`src/rtl/taillight_pkg.sv`:
```
// Shared definitions for the tail-light sequencer: mode codes,
// sequencer state encoding, lamp patterns and small helpers.
package taillight_pkg;

    localparam logic [1:0] MODE_NONE  = 2'b00;
    localparam logic [1:0] MODE_BRAKE = 2'b01;
    localparam logic [1:0] MODE_TURN  = 2'b10;
    localparam logic [1:0] MODE_BOTH  = 2'b11;

    localparam logic [2:0] LAMP_OFF = 3'b000;
    localparam logic [2:0] LAMP_S1  = 3'b001;
    localparam logic [2:0] LAMP_S2  = 3'b011;
    localparam logic [2:0] LAMP_ALL = 3'b111;

    typedef enum logic [2:0] {
        ST_IDLE  = 3'd0,
        ST_BRAKE = 3'd1,
        ST_S1    = 3'd2,
        ST_S2    = 3'd3,
        ST_S3    = 3'd4,
        ST_S0    = 3'd5
    } state_t;

    function automatic logic is_turn(input state_t s);
        return (s == ST_S1) || (s == ST_S2) ||
               (s == ST_S3) || (s == ST_S0);
    endfunction

    function automatic state_t step(input state_t s);
        case (s)
            ST_S1:   return ST_S2;
            ST_S2:   return ST_S3;
            ST_S3:   return ST_S0;
            ST_S0:   return ST_S1;
            default: return s;
        endcase
    endfunction

    function automatic logic [2:0] turn_pattern(input state_t s);
        case (s)
            ST_S1:   return LAMP_S1;
            ST_S2:   return LAMP_S2;
            ST_S3:   return LAMP_ALL;
            default: return LAMP_OFF;
        endcase
    endfunction

endpackage

```
`src/rtl/taillight_seq_tick_gen.sv`:
```
// Prescaler: counts 0..TICK_DIV-1, tick high while count is at its top.
// Ports: clk, rst (async high), clr (sync clear to 0), tick.
module tick_gen #(
    parameter int TICK_DIV = 12500000
) (
    input  logic clk,
    input  logic rst,
    input  logic clr,
    output logic tick
);

    localparam int W = (TICK_DIV > 2) ? $clog2(TICK_DIV) : 1;
    localparam logic [W-1:0] LAST = W'(TICK_DIV - 1);

    logic [W-1:0] count;

    assign tick = (count == LAST);

    always_ff @(posedge clk or posedge rst) begin
        if (rst) begin
            count <= '0;
        end else if (clr || tick) begin
            count <= '0;
        end else begin
            count <= count + 1'b1;
        end
    end

endmodule

```
`src/rtl/taillight_seq.sv`:
```
// Tail-light sequencer: brake / turn / brake+turn lamp patterns.
// Ports: clk, rst (async high), mode[1:0], dir -> lamp_l[2:0], lamp_r[2:0].
module taillight_seq
    import taillight_pkg::*;
#(
    parameter int TICK_DIV = 12500000
) (
    input  logic       clk,
    input  logic       rst,
    input  logic [1:0] mode,
    input  logic       dir,
    output logic [2:0] lamp_l,
    output logic [2:0] lamp_r
);

    logic [1:0] mode_q;
    logic       dir_q;
    logic       seq_dir;
    logic       seq_dir_nxt;
    state_t     state;
    state_t     nxt;
    logic       tick;
    logic       restart;
    logic [2:0] nxt_l;
    logic [2:0] nxt_r;
    logic [2:0] pat;
    logic [2:0] side;

    tick_gen #(
        .TICK_DIV(TICK_DIV)
    ) u_tick (
        .clk (clk),
        .rst (rst),
        .clr (restart),
        .tick(tick)
    );

    // seq_dir remembers the side the running sequence belongs to,
    // so a dir_q change can be detected and restart the sequence.
    always_comb begin
        restart     = mode_q[1] &&
                      (!is_turn(state) || (dir_q != seq_dir));
        nxt         = state;
        seq_dir_nxt = seq_dir;
        unique case (mode_q)
            MODE_NONE:  nxt = ST_IDLE;
            MODE_BRAKE: nxt = ST_BRAKE;
            MODE_TURN,
            MODE_BOTH: begin
                if (restart) begin
                    nxt         = ST_S1;
                    seq_dir_nxt = dir_q;
                end else if (tick) begin
                    nxt = step(state);
                end
            end
            default: nxt = ST_IDLE;
        endcase
    end

    // Lamps are registered alongside the state they describe,
    // giving two cycles from mode input to lamp output.
    always_comb begin
        pat  = turn_pattern(nxt);
        side = mode_q[0] ? LAMP_ALL : LAMP_OFF;
        unique case (1'b1)
            (nxt == ST_IDLE): begin
                nxt_l = LAMP_OFF;
                nxt_r = LAMP_OFF;
            end
            (nxt == ST_BRAKE): begin
                nxt_l = LAMP_ALL;
                nxt_r = LAMP_ALL;
            end
            seq_dir_nxt: begin
                nxt_l = side;
                nxt_r = pat;
            end
            default: begin
                nxt_l = pat;
                nxt_r = side;
            end
        endcase
    end

    always_ff @(posedge clk or posedge rst) begin
        if (rst) begin
            mode_q  <= MODE_NONE;
            dir_q   <= 1'b0;
            seq_dir <= 1'b0;
            state   <= ST_IDLE;
            lamp_l  <= LAMP_OFF;
            lamp_r  <= LAMP_OFF;
        end else begin
            mode_q  <= mode;
            dir_q   <= dir;
            seq_dir <= seq_dir_nxt;
            state   <= nxt;
            lamp_l  <= nxt_l;
            lamp_r  <= nxt_r;
        end
    end

endmodule

```
`config.mk`:
```
export PLATFORM = sky130hd
export DESIGN_NAME = taillight_seq
export DESIGN_NICKNAME = d
export VERILOG_FILES = /design/src/rtl/taillight_pkg.sv /design/src/rtl/taillight_seq_tick_gen.sv /design/src/rtl/taillight_seq.sv
export SDC_FILE = /design/constraint.sdc
export NUM_CORES = 1
export LEC_CHECK = 0
export ABC_CLOCK_PERIOD_IN_PS = 4390
export CAP_MARGIN = 15
export CORE_MARGIN = 4
export CORE_UTILIZATION = 30
export DETAILED_ROUTE_END_ITERATION = 12
export PLACE_DENSITY_LB_ADDON = 0.08
export SLEW_MARGIN = 20
export SYNTH_ARGS = -nofsm -noshare
export SYNTH_HDL_FRONTEND = slang
export SYNTH_SLANG_ARGS = --single-unit
export TNS_END_PERCENT = 50
```
`constraint.sdc`:
```
create_clock -name clk -period 4.39 [get_ports clk]
set_clock_uncertainty 0.1 [all_clocks]
set_input_delay 0.878 -clock clk [delete_from_list [all_inputs] [get_ports clk]]
set_output_delay 0.878 -clock clk [all_outputs]
set_load 0.03 [all_outputs]
```
==> results.md, run 1 <==
* Run status: finished, final reports clean
* Period utilisation layout at 52.0%
* Finished Layout Cells at 252
* Yosys reg bits at 37
* Max FO, Critical Path at 1
* Core area at 5570 µm²
* Placed instance count at around 240
* Crit-path leading delay family: buffers and inverters
* CP max-delay cell: clkdlybuf4s50_1
* Seq/Total Area, Yosys at 53.2%
* Cell Pwr Density at ~340 nW/µm²
* Ports at 11
* Initial Util at around 31%
* # setup viols final at 0
* Number of global-route vias before repair at 1270
* Net Count, Synth at 171
* Die ar. at just over 7000 µm²
* Starting DRT DRC Count at a little over 70
* CTS tree: done
* Max Slew Vio Count at 0
* Gpl congestion at approximately 0.77
* DRT Pass-1 Iters at 6
* RSZ-0062 raised after global routing: false
* CP cell instances: clkdlybuf4s50_1
* Predominant post-synthesis flop cell: dfrtp_1
* Mean Syn Cell Area at around 11 µm²
* Hold-critical path depth at 1
* Post-CTS Setup Bufs at 0
* Cts bufs inserted at 5
* Final TNS setup at 0 ps
* Syn Std Cell Area at around 1700 µm²
* Tightest Pin Transition at ~540 ps
* Required @ worst endpoint at approximately 3400 ps
* CP Buf/Inv Count at 1
* Worst-Skew Late Latency at 290 ps
* EDFF count, synth at 0
* Drt wl/cell at 13.4 µm
* DRT Wirelength at ~3400 µm
* Yosys cell types at 32
* Root buffer cell: clkbuf_8
* Slew HR at a little under two thirds
* Clock transition at path regs at ~80 ps
* HPWL Detailed at 2350 µm
* First-pass GRT wire length at 6120 µm
* Fmax at 0.438 GHz
* Yosys warns at 0
* Largest net degree at the start of global routing at 38
* Post_cts resized at 0
* # DRC at 0
* Post-synthesis cell count at 165
* Routed Antenna Nets at 0
* Grt total ovfl at 0
* # hold bufs at CTS at 0
* GRT Total Usage at 10.8%
* P_leak at between 0.9 and 1 nW
* Reg2Reg Depth at 7
* Antenna cells at 0
* Crit path DAT at ~1300 ps
* Number of placement rows at 27
* Critical path capture point type: output port
* Async SR Flop Fraction at between 90% and 100%
* Final Net Count at ~190
* CTS Sinks at 37
* Crit-path max cell delay at approximately 670 ps
* Die height at about 84 µm
* Peak supply drop at about 0.16 mV
* Number of H-tree levels at 2
* Min Tclk post-route at between 2000 and 2500 ps
* Worst path depth at 1
* CTS max path bufs at 2
* Setup CP Type: reg -> out
* Vias at roughly 1200
* Max Cap Violations at 0
* Share of layout cells above drive strength 1 at roughly an eighth
* Final-report hold violation count at 0
* Hold Path Class: reg -> reg
* Critical path launch point type: register
* Initial antenna violation count at 0
* Input/output buffers at 10
* R2R Setup Slk at 2220 ps
* Die width at about 84 µm
* Layout area overhead at 15.5%
* DR vias/cell at 4.67
==> metrics by stage <==
step	area (µm²)	setup WS, ps	total power [mW]	hold WS, ps	util, %
after detailed placement	1920	2230	0.449	347	34.5
final	2010	2110	0.678	353	36.0
after global routing	2010	2060	0.718	392	36.0
after floorplan	1740	2430	0.425	324	-
after global placement	1920	2300	0.450	338	34.5
after CTS	2010	2080	0.691	358	36.0
==> power by group <==
part | internal, mW | total [mW] | switching, mW | leakage (nW)
registers | 0.356 | 0.369 | 0.0133 | 0.487
logic | 0.0286 | 0.0715 | 0.0430 | 0.375
clock network | 0.110 | 0.238 | 0.128 | 0.0439
total | 0.494 | 0.678 | 0.184 | 0.906
==> per-layer routing <==
layer  global-route usage [%]  vias up  wire length, µm
li1                         -      588                -
met2                     16.6       15             1540
met5                        0        -                0
met1                     14.2      565             1670
met3                     2.36        8               80
met4                     5.70        0               78
==> cell usage after synthesis (all sizes together), types with 2 or more instances <==
cell type | instances | area share [%]
nor2 | 29 | 6.3
clkbuf | 4 | 0.86
a31o | 2 | 1.0
xor2 | 17 | 9.0
xnor2 | 8 | 4.0
a21oi | 3 | 0.86
nand3 | 7 | 2.0
dfrtp | 37 | 53
nand2 | 9 | 1.9
a31oi | 3 | 1.1
and4bb | 2 | 1.4
and3 | 6 | 2.2
and4 | 4 | 2.2
and2 | 4 | 1.6
nand4 | 9 | 3.2
a41oi | 2 | 1.4
inv | 10 | 2.2
==> path summary, 6_finish.rpt <==
path,from,end
setup / recovery,lamp_l[2]$_DFF_PP0_,lamp_l[2]
hold / removal,u_tick.count[0]$_DFF_PP0_,u_tick.count[0]$_DFF_PP0_
setup reg to reg,u_tick.count[0]$_DFF_PP0_,lamp_l[2]$_DFF_PP0_
hold reg to reg,u_tick.count[0]$_DFF_PP0_,u_tick.count[0]$_DFF_PP0_
max in group asynchronous,rst,u_tick.count[13]$_DFF_PP0_
min in group asynchronous,rst,u_tick.count[1]$_DFF_PP0_
==> cell families (layout without fill, tap and decap cells) <==
logic type	after synthesis	after routing	share of synthesized area (%)
buffers and inverters	14	29	3.02
adder cells (fa/ha/maj)	1	1	0.719
multiplexers	1	1	0.575
AO/OA/AOI/OAI	15	15	7.98
flip-flops	37	37	53.2
XOR/XNOR	25	25	13.0
AND/OR/NAND/NOR	72	72	21.5
==> state kept, by name, summed over array words and instances (netlist names) <==
signal and count:
lamp_l 3, mode_q 2, lamp_r 3, u_tick.count 24, dir_q 1, state 3, seq_dir 1
==> cell type report <==
class / count / area, µm²
sequential: 37 / 926
clock buffer: 5 / 68.8
clock inverter: 3 / 17.5
inverter: 10 / 37.5
timing repair buffer: 11 / 108
tap: 72 / 90.1
fill: 562 / 3560
multi-input combinational: 114 / 762
==> layout by cell type (no fill, tap or decap), drive strengths merged, types with 2 or more instances in the layout <==
master / count
a31oi: 3
and4: 4
nor2: 29
nand3: 7
dfrtp: 37
a21oi: 3
a31o: 2
xnor2: 8
clkdlybuf4s50: 10
clkinv: 2
clkbuf: 5
and2: 4
and3: 6
and4bb: 2
inv: 10
xor2: 17
nand2: 9
nand4: 9
a41oi: 2
Note: power is estimated with default switching activity, not from simulation.
==> run 2, diff against run 1 <==
- ABC_CLOCK_PERIOD_IN_PS: 4390 -> 2120
- clock period: 4.39 -> 2.12 ns (I/O delays scaled with it)
==> run 2 against run 1 <==
Compared with the run above: non-clock buffer count rose by 8; via count rose by 3.9%; die area did not move; count of clock-buffer cells in the layout rose by 1; hold slack improved by 5.6 ps; setup slack got worse by 2000 ps; critical path depth rose by 5; sequential share of layout area fell by 2.2 points; utilization rose by 1.9 points; critical endpoint is now lamp_l[2]$_DFF_PP0_.
==> results.md, run 2 (synthesized netlist as in run 1, its figures left out) <==
* HPWL Detailed at 2420 µm (+2.8%)
* Peak supply drop at 0.371 mV (+140%)
* Worst setup margin at 94.4 ps (-2010 ps)
* Clock transition at path regs at 80 ps (about the same)
* Cell Pwr Density at 738 nW/µm² (+120%)
* Antenna cells at 0 (unchanged)
* Max Slew Vio Count at 0 (unchanged)
* Hold Path Sink: u_tick.count[0]$_DFF_PP0_
* First-pass GRT wire length at 5980 µm (-2.3%)
* Min Tclk post-route at 2030 ps
* P_leak at 0.961 nW (+6.1%)
* Final TNS setup at 0 ps (unchanged)
* Die height at 84.2 µm (unchanged)
* Slew HR at 68.0% (+4.0 points)
* Max Cap Violations at 0 (unchanged)
* # DRC at 0 (unchanged)
* Worst-Skew Late Latency at 290 ps (about the same)
* Cts bufs inserted at 5 (unchanged)
* Final Net Count at 193 (+4.3%)
* RR Endpoint: lamp_l[2]$_DFF_PP0_
* Fmax at 0.494 GHz
* Number of placement rows at 27 (unchanged)
* Die ar. at 7080 µm² (unchanged)
* Root buffer cell: clkbuf_8
* Required @ worst endpoint at 2220 ps (-1190 ps)
* Number of H-tree levels at 2 (unchanged)
* Initial antenna violation count at 0 (unchanged)
* Period utilisation layout at a little over nine tenths
* Ports at 11 (unchanged)
* Number of global-route vias before repair at 1227 (-3.4%)
* DRT Pass-1 Iters at 4 (-2)
* Crit path DAT at 2120 ps (+820 ps)
* Hold-critical path depth at 1 (unchanged)
* Hold Path Class: reg -> reg
* Input/output buffers at 10 (unchanged)
* Most frequent cells in the layout: 36 x dfrtp_1, 28 x nor2_1, 16 x xor2_1
* DRT Wirelength at 3420 µm (+1.5%)
* Core area at 5570 µm² (unchanged)
* Starting DRT DRC Count at 52 (-27%)
* Initial Util at 31.2% (unchanged)
* Setup WS pre-CTS at 63.9 ps (-2170 ps)
* Reg-to-reg startpoint: u_tick.count[16]$_DFF_PP0_
* Number of flip-flops in the largest register at 24 (unchanged)
* Critical path launch point type: register
* Layout area overhead at 21.4%
* Final-report hold violation count at 0 (unchanged)
* # setup viols final at 0 (unchanged)
* Share of layout cells above drive strength 1 at 17.0% (+5.4 points)
* Gpl congestion at 0.833 (+7.6%)
* Setup CP Type: reg -> reg
* Most flops, register: u_tick.count
* CTS tree: done
* Most common cell after layout, fill and taps aside: dfrtp_1
* Largest net degree at the start of global routing at 38 (unchanged)
* Critical path capture point type: register
* R2R Setup Slk at 90 ps (-2130 ps)
* Reg2Reg Depth at 6 (-1)
* RSZ-0062 raised after global routing: false
* Drt wl/cell at 13.1 µm (-1.6%)
* Grt total ovfl at 0 (unchanged)
* CTS max path bufs at 2 (unchanged)
* Max FO, Critical Path at 6 (+5)
* Die width at 84.2 µm (unchanged)
* DR vias/cell at 4.70 (+0.71%)
* Vias at 1222 (+3.9%)
* Tightest Pin Transition at 480 ps (-56.1 ps)
* GRT Total Usage at 10.7% (-0.10 points)
* Routed Antenna Nets at 0 (unchanged)
* Min-delay src: u_tick.count[0]$_DFF_PP0_
* CTS Sinks at 37 (unchanged)
* Run status: finished, final reports clean
-- run 2: changes by cell type in the layout (fill, tap and decap cells not counted) --
cell	change
nor4_2	+1
bufinv_16	+1
clkbuf_8	+1
nor2_1	-1
clkinv_2	-2
dfrtp_1	-1
nor4_1	-1
buf_4	+8
dfrtp_2	+1
nor2_2	+1
-- run 2: what timing repair did --
| action | in CTS | in global routing |
|---|---|---|
| setup buffers | 0 | 2 |
| hold buffers | 0 | 0 |
| endpoints found under the setup margin | 0 | 6 |
| resized for setup | 0 | 3 |
-- run 2: how the worst max path moves through the flow --
stage | from | to | slack [ps] | cells past startpoint
CTS | u_tick.count[6]$_DFF_PP0_ | lamp_l[2]$_DFF_PP0_ | 40 | 6
floorplan | u_tick.count[0]$_DFF_PP0_ | lamp_l[2]$_DFF_PP0_ | 160 | 7
global placement | u_tick.count[14]$_DFF_PP0_ | lamp_l[2]$_DFF_PP0_ | 90 | 6
finish | u_tick.count[16]$_DFF_PP0_ | lamp_l[2]$_DFF_PP0_ | 90 | 6
detailed placement | u_tick.count[6]$_DFF_PP0_ | lamp_l[0]$_DFF_PP0_ | 60 | 6
global route | u_tick.count[16]$_DFF_PP0_ | lamp_l[2]$_DFF_PP0_ | 5 | 6
-- run 2: cell type report --
cell class | instances | area (µm²)
clock buffers | 6 | 82.6
flip-flops and latches | 37 | 927
inverters | 10 | 37.5
fillers | 557 | 3460
clock inverters | 2 | 37.5
multi-input cells | 114 | 771
well taps | 72 | 90.1
repair buffers | 19 | 168
-- run 2: report_power, final --
part	leakage, nW	switching, mW	internal (mW)
registers	0.486	0.0289	0.737
logic	0.418	0.0941	0.0623
clock network	0.0574	0.254	0.382
total	0.961	0.377	1.18
-- run 2: worst max-delay path, cell delays in order (launching register included) --
cell	delay, ps
dfrtp_2	420
nor4_2	280
and4_4	280
and2_4	150
xor2_2	80
a311o_4	420
o32ai_2	210
-- run 2: through the flow --
stage | area [µm²] | hold WS (ps) | instances | util (%) | power [mW]
after floorplan | 1740 | 324 | 165 | - | 0.880
after global placement | 1970 | 339 | 250 | 35.3 | 0.938
after detailed placement | 1970 | 357 | 250 | 35.3 | 0.938
after CTS | 2090 | 367 | 258 | 37.5 | 1.58
after global routing | 2110 | 394 | 260 | 37.9 | 1.63
final | 2110 | 358 | 260 | 37.9 | 1.56
-- run 2: layer usage --
layer,share of wire [%],track usage (%),vias to the layer above,routed length [µm]
met5,0,0,-,0
met4,1.8,4.68,0,61
met3,3.6,3.34,7,124
met2,47,16.1,21,1590
met1,48,14.2,590,1640
li1,-,-,604,-
==> run 3, diff against run 2 <==
- CORE_MARGIN: 4 -> 3
- REMOVE_ABC_BUFFERS: default -> 1
==> run 3 against run 2 <==
Compared with the run above: sequential share of layout area decreased by 0.82 points; hold slack got worse by 1.5 ps; global-route usage grew 1.3 points; non-clock buffer count increased by 4; first-iteration DRC count down 9.6%; critical path type unchanged.
==> results.md, run 3 (synthesized netlist as in run 1, its figures left out) <==
* Clock transition at path regs at 80 ps (about the same)
* Final Net Count at 197 (+2.1%)
* Cell Pwr Density at 729 nW/µm² (-1.2%)
* Max Cap Violations at 0 (unchanged)
* HPWL Detailed at 2490 µm (+3.1%)
* # hold bufs at CTS at 0 (unchanged)
* GRT Total Usage at 12.0% (+1.3 points)
* Worst setup margin at 96.8 ps (+2.31 ps)
* CP max-delay cell: a311o_4
* Antenna cells at 0 (unchanged)
* Crit-path max cell delay at 430 ps (about the same)
* Hold WS at 357 ps (-1.50 ps)
* # DRC at 0 (unchanged)
* Fmax at 0.494 GHz (+0.11%)
* Most flops, register: u_tick.count
* Most frequent cells in the layout: 37 x dfrtp_1, 28 x nor2_1, 16 x xor2_1
* Finished Layout Cells at 264 (+1.5%)
* Fill cell total of the finished layout at 558 (+0.18%)
* Initial Util at 31.2% (unchanged)
* Core area at 5570 µm² (unchanged)
* Number of H-tree levels at 2 (unchanged)
* Met3 Use GR at 3.58% (+0.24 points)
* Required @ worst endpoint at 2220 ps (about the same)
* Final-report hold violation count at 0 (unchanged)
* Gpl congestion at 0.817 (-1.9%)
* DR vias/cell at 4.75 (+0.98%)
* # setup viols final at 0 (unchanged)
* Ports at 11 (unchanged)
* Placed instance count at 253 (+1.2%)
* CP cell instances: nor4_2 > and4_4 > and2_4 > xor2_2 > a311o_4 > a41oi_2
* Largest net degree at the start of global routing at 38 (unchanged)
* Tot Pwr at 1.57 mW (+0.59%)
* Worst-Skew Late Latency at 290 ps (about the same)
* Run status: finished, final reports clean
* Share of layout cells above drive strength 1 at 17.7% (+0.69 points)
* Vias at 1253 (+2.5%)
* First-pass GRT wire length at 6070 µm (+1.4%)
* Met2 GRT Util at 18.7% (+2.6 points)
* Critical path capture point type: register
* CTS tree: done
* DRT Pass-1 Iters at 4 (unchanged)
* Number of placement rows at 27 (unchanged)
* Critical path launch point type: register
* Tightest Pin Transition at 474 ps (-6.26 ps)
* Root buffer cell: clkbuf_8
* Final TNS setup at 0 ps (unchanged)
* Max FO, Critical Path at 6 (unchanged)
* Finished Cell Area at 2150 µm² (+1.8%)
* DRT Wirelength at 3550 µm (+3.8%)
* Most common cell after layout, fill and taps aside: dfrtp_1
* Number of global-route vias before repair at 1242 (+1.2%)
* Slew HR at 68.4% (+0.42 points)
* Min Tclk post-route at 2020 ps (-2.31 ps)
* Die width at 82.2 µm (-2.4%)
* Layout area overhead at 23.6%
* Starting DRT DRC Count at 47 (-9.6%)
* Area post-placement at 2000 µm² (+1.8%)
* CTS max path bufs at 2 (unchanged)
* Setup CP Type: reg -> reg
* Period utilisation layout at 95.4% (-0.11 points)
* Initial antenna violation count at 0 (unchanged)
* Drt wl/cell at 13.4 µm (+2.2%)
* Layout Utilization at 38.6% (+0.67 points)
* Setup WS pre-CTS at 58.1 ps (-5.81 ps)
* Crit path DAT at 2130 ps (about the same)
* Cts bufs inserted at 5 (unchanged)
* Max Slew Vio Count at 0 (unchanged)
* P_leak at 0.989 nW (+2.9%)
* Hold Path Class: reg -> reg
* Peak supply drop at 0.272 mV (-27%)
* CTS Sinks at 37 (unchanged)
* Met1 Usage GRT at 16.0% (+1.8 points)
* Number of flip-flops in the largest register at 24 (unchanged)
* Most Crowded Layer GR: met2
* Die height at 82.2 µm (-2.4%)
* Die ar. at 6750 µm² (-4.7%)
* Routed Antenna Nets at 0 (unchanged)
* Input/output buffers at 10 (unchanged)
* Grt total ovfl at 0 (unchanged)
-- run 3: final timing paths --
path / startpoint / end / slack [ps] / depth (start not counted)
worst max-delay path: u_tick.count[8]$_DFF_PP0_ / lamp_r[0]$_DFF_PP0_ / 100 / 6
max in group asynchronous: rst / u_tick.count[12]$_DFF_PP0_ / 1140 / 3
min in group asynchronous: rst / mode_q[0]$_DFF_PP0_ / 450 / 3
worst min register to register: u_tick.count[0]$_DFF_PP0_ / u_tick.count[0]$_DFF_PP0_ / 360 / 1
worst min-delay path: u_tick.count[0]$_DFF_PP0_ / u_tick.count[0]$_DFF_PP0_ / 360 / 1
worst max register to register: u_tick.count[8]$_DFF_PP0_ / lamp_r[0]$_DFF_PP0_ / 100 / 6
-- run 3: final cells by class --
class | instances | area [µm²] | share of cell area (%)
clock inverter | 1 | 30.0 | 1.40
timing repair buffer | 23 | 210 | 9.77
tap | 72 | 90.1 | 4.19
sequential | 37 | 926 | 43.0
multi-input combinational | 114 | 771 | 35.8
clock buffer | 7 | 86.3 | 4.01
inverter | 10 | 37.5 | 1.75
-- run 3: worst max-delay path, delay by kind of cell, from the launching register on --
family	cells	cell delay (ps)
XOR/XNOR	1	90
flip-flops	1	420
AND/OR/NAND/NOR	3	700
AO/OA/AOI/OAI	2	640
-- run 3: timing repair --
item                                    in CTS  in global routing
buffers inserted                             0                  3
gates resized for setup                      0                  2
endpoints found under the setup margin       0                  6
-- run 3: power by group --
group          switching, mW  internal [mW]
Clock                  0.257          0.384
Sequential            0.0288          0.737
Combinational         0.0933         0.0686
Total                  0.379           1.19
-- run 3: per-layer routing --
layer	wire, µm	vias to the layer above	part of all wire, %
met2	1690	14	48
li1	-	614	-
met4	38	0	1.1
met5	0	-	0
met3	105	4	3.0
met1	1710	621	48
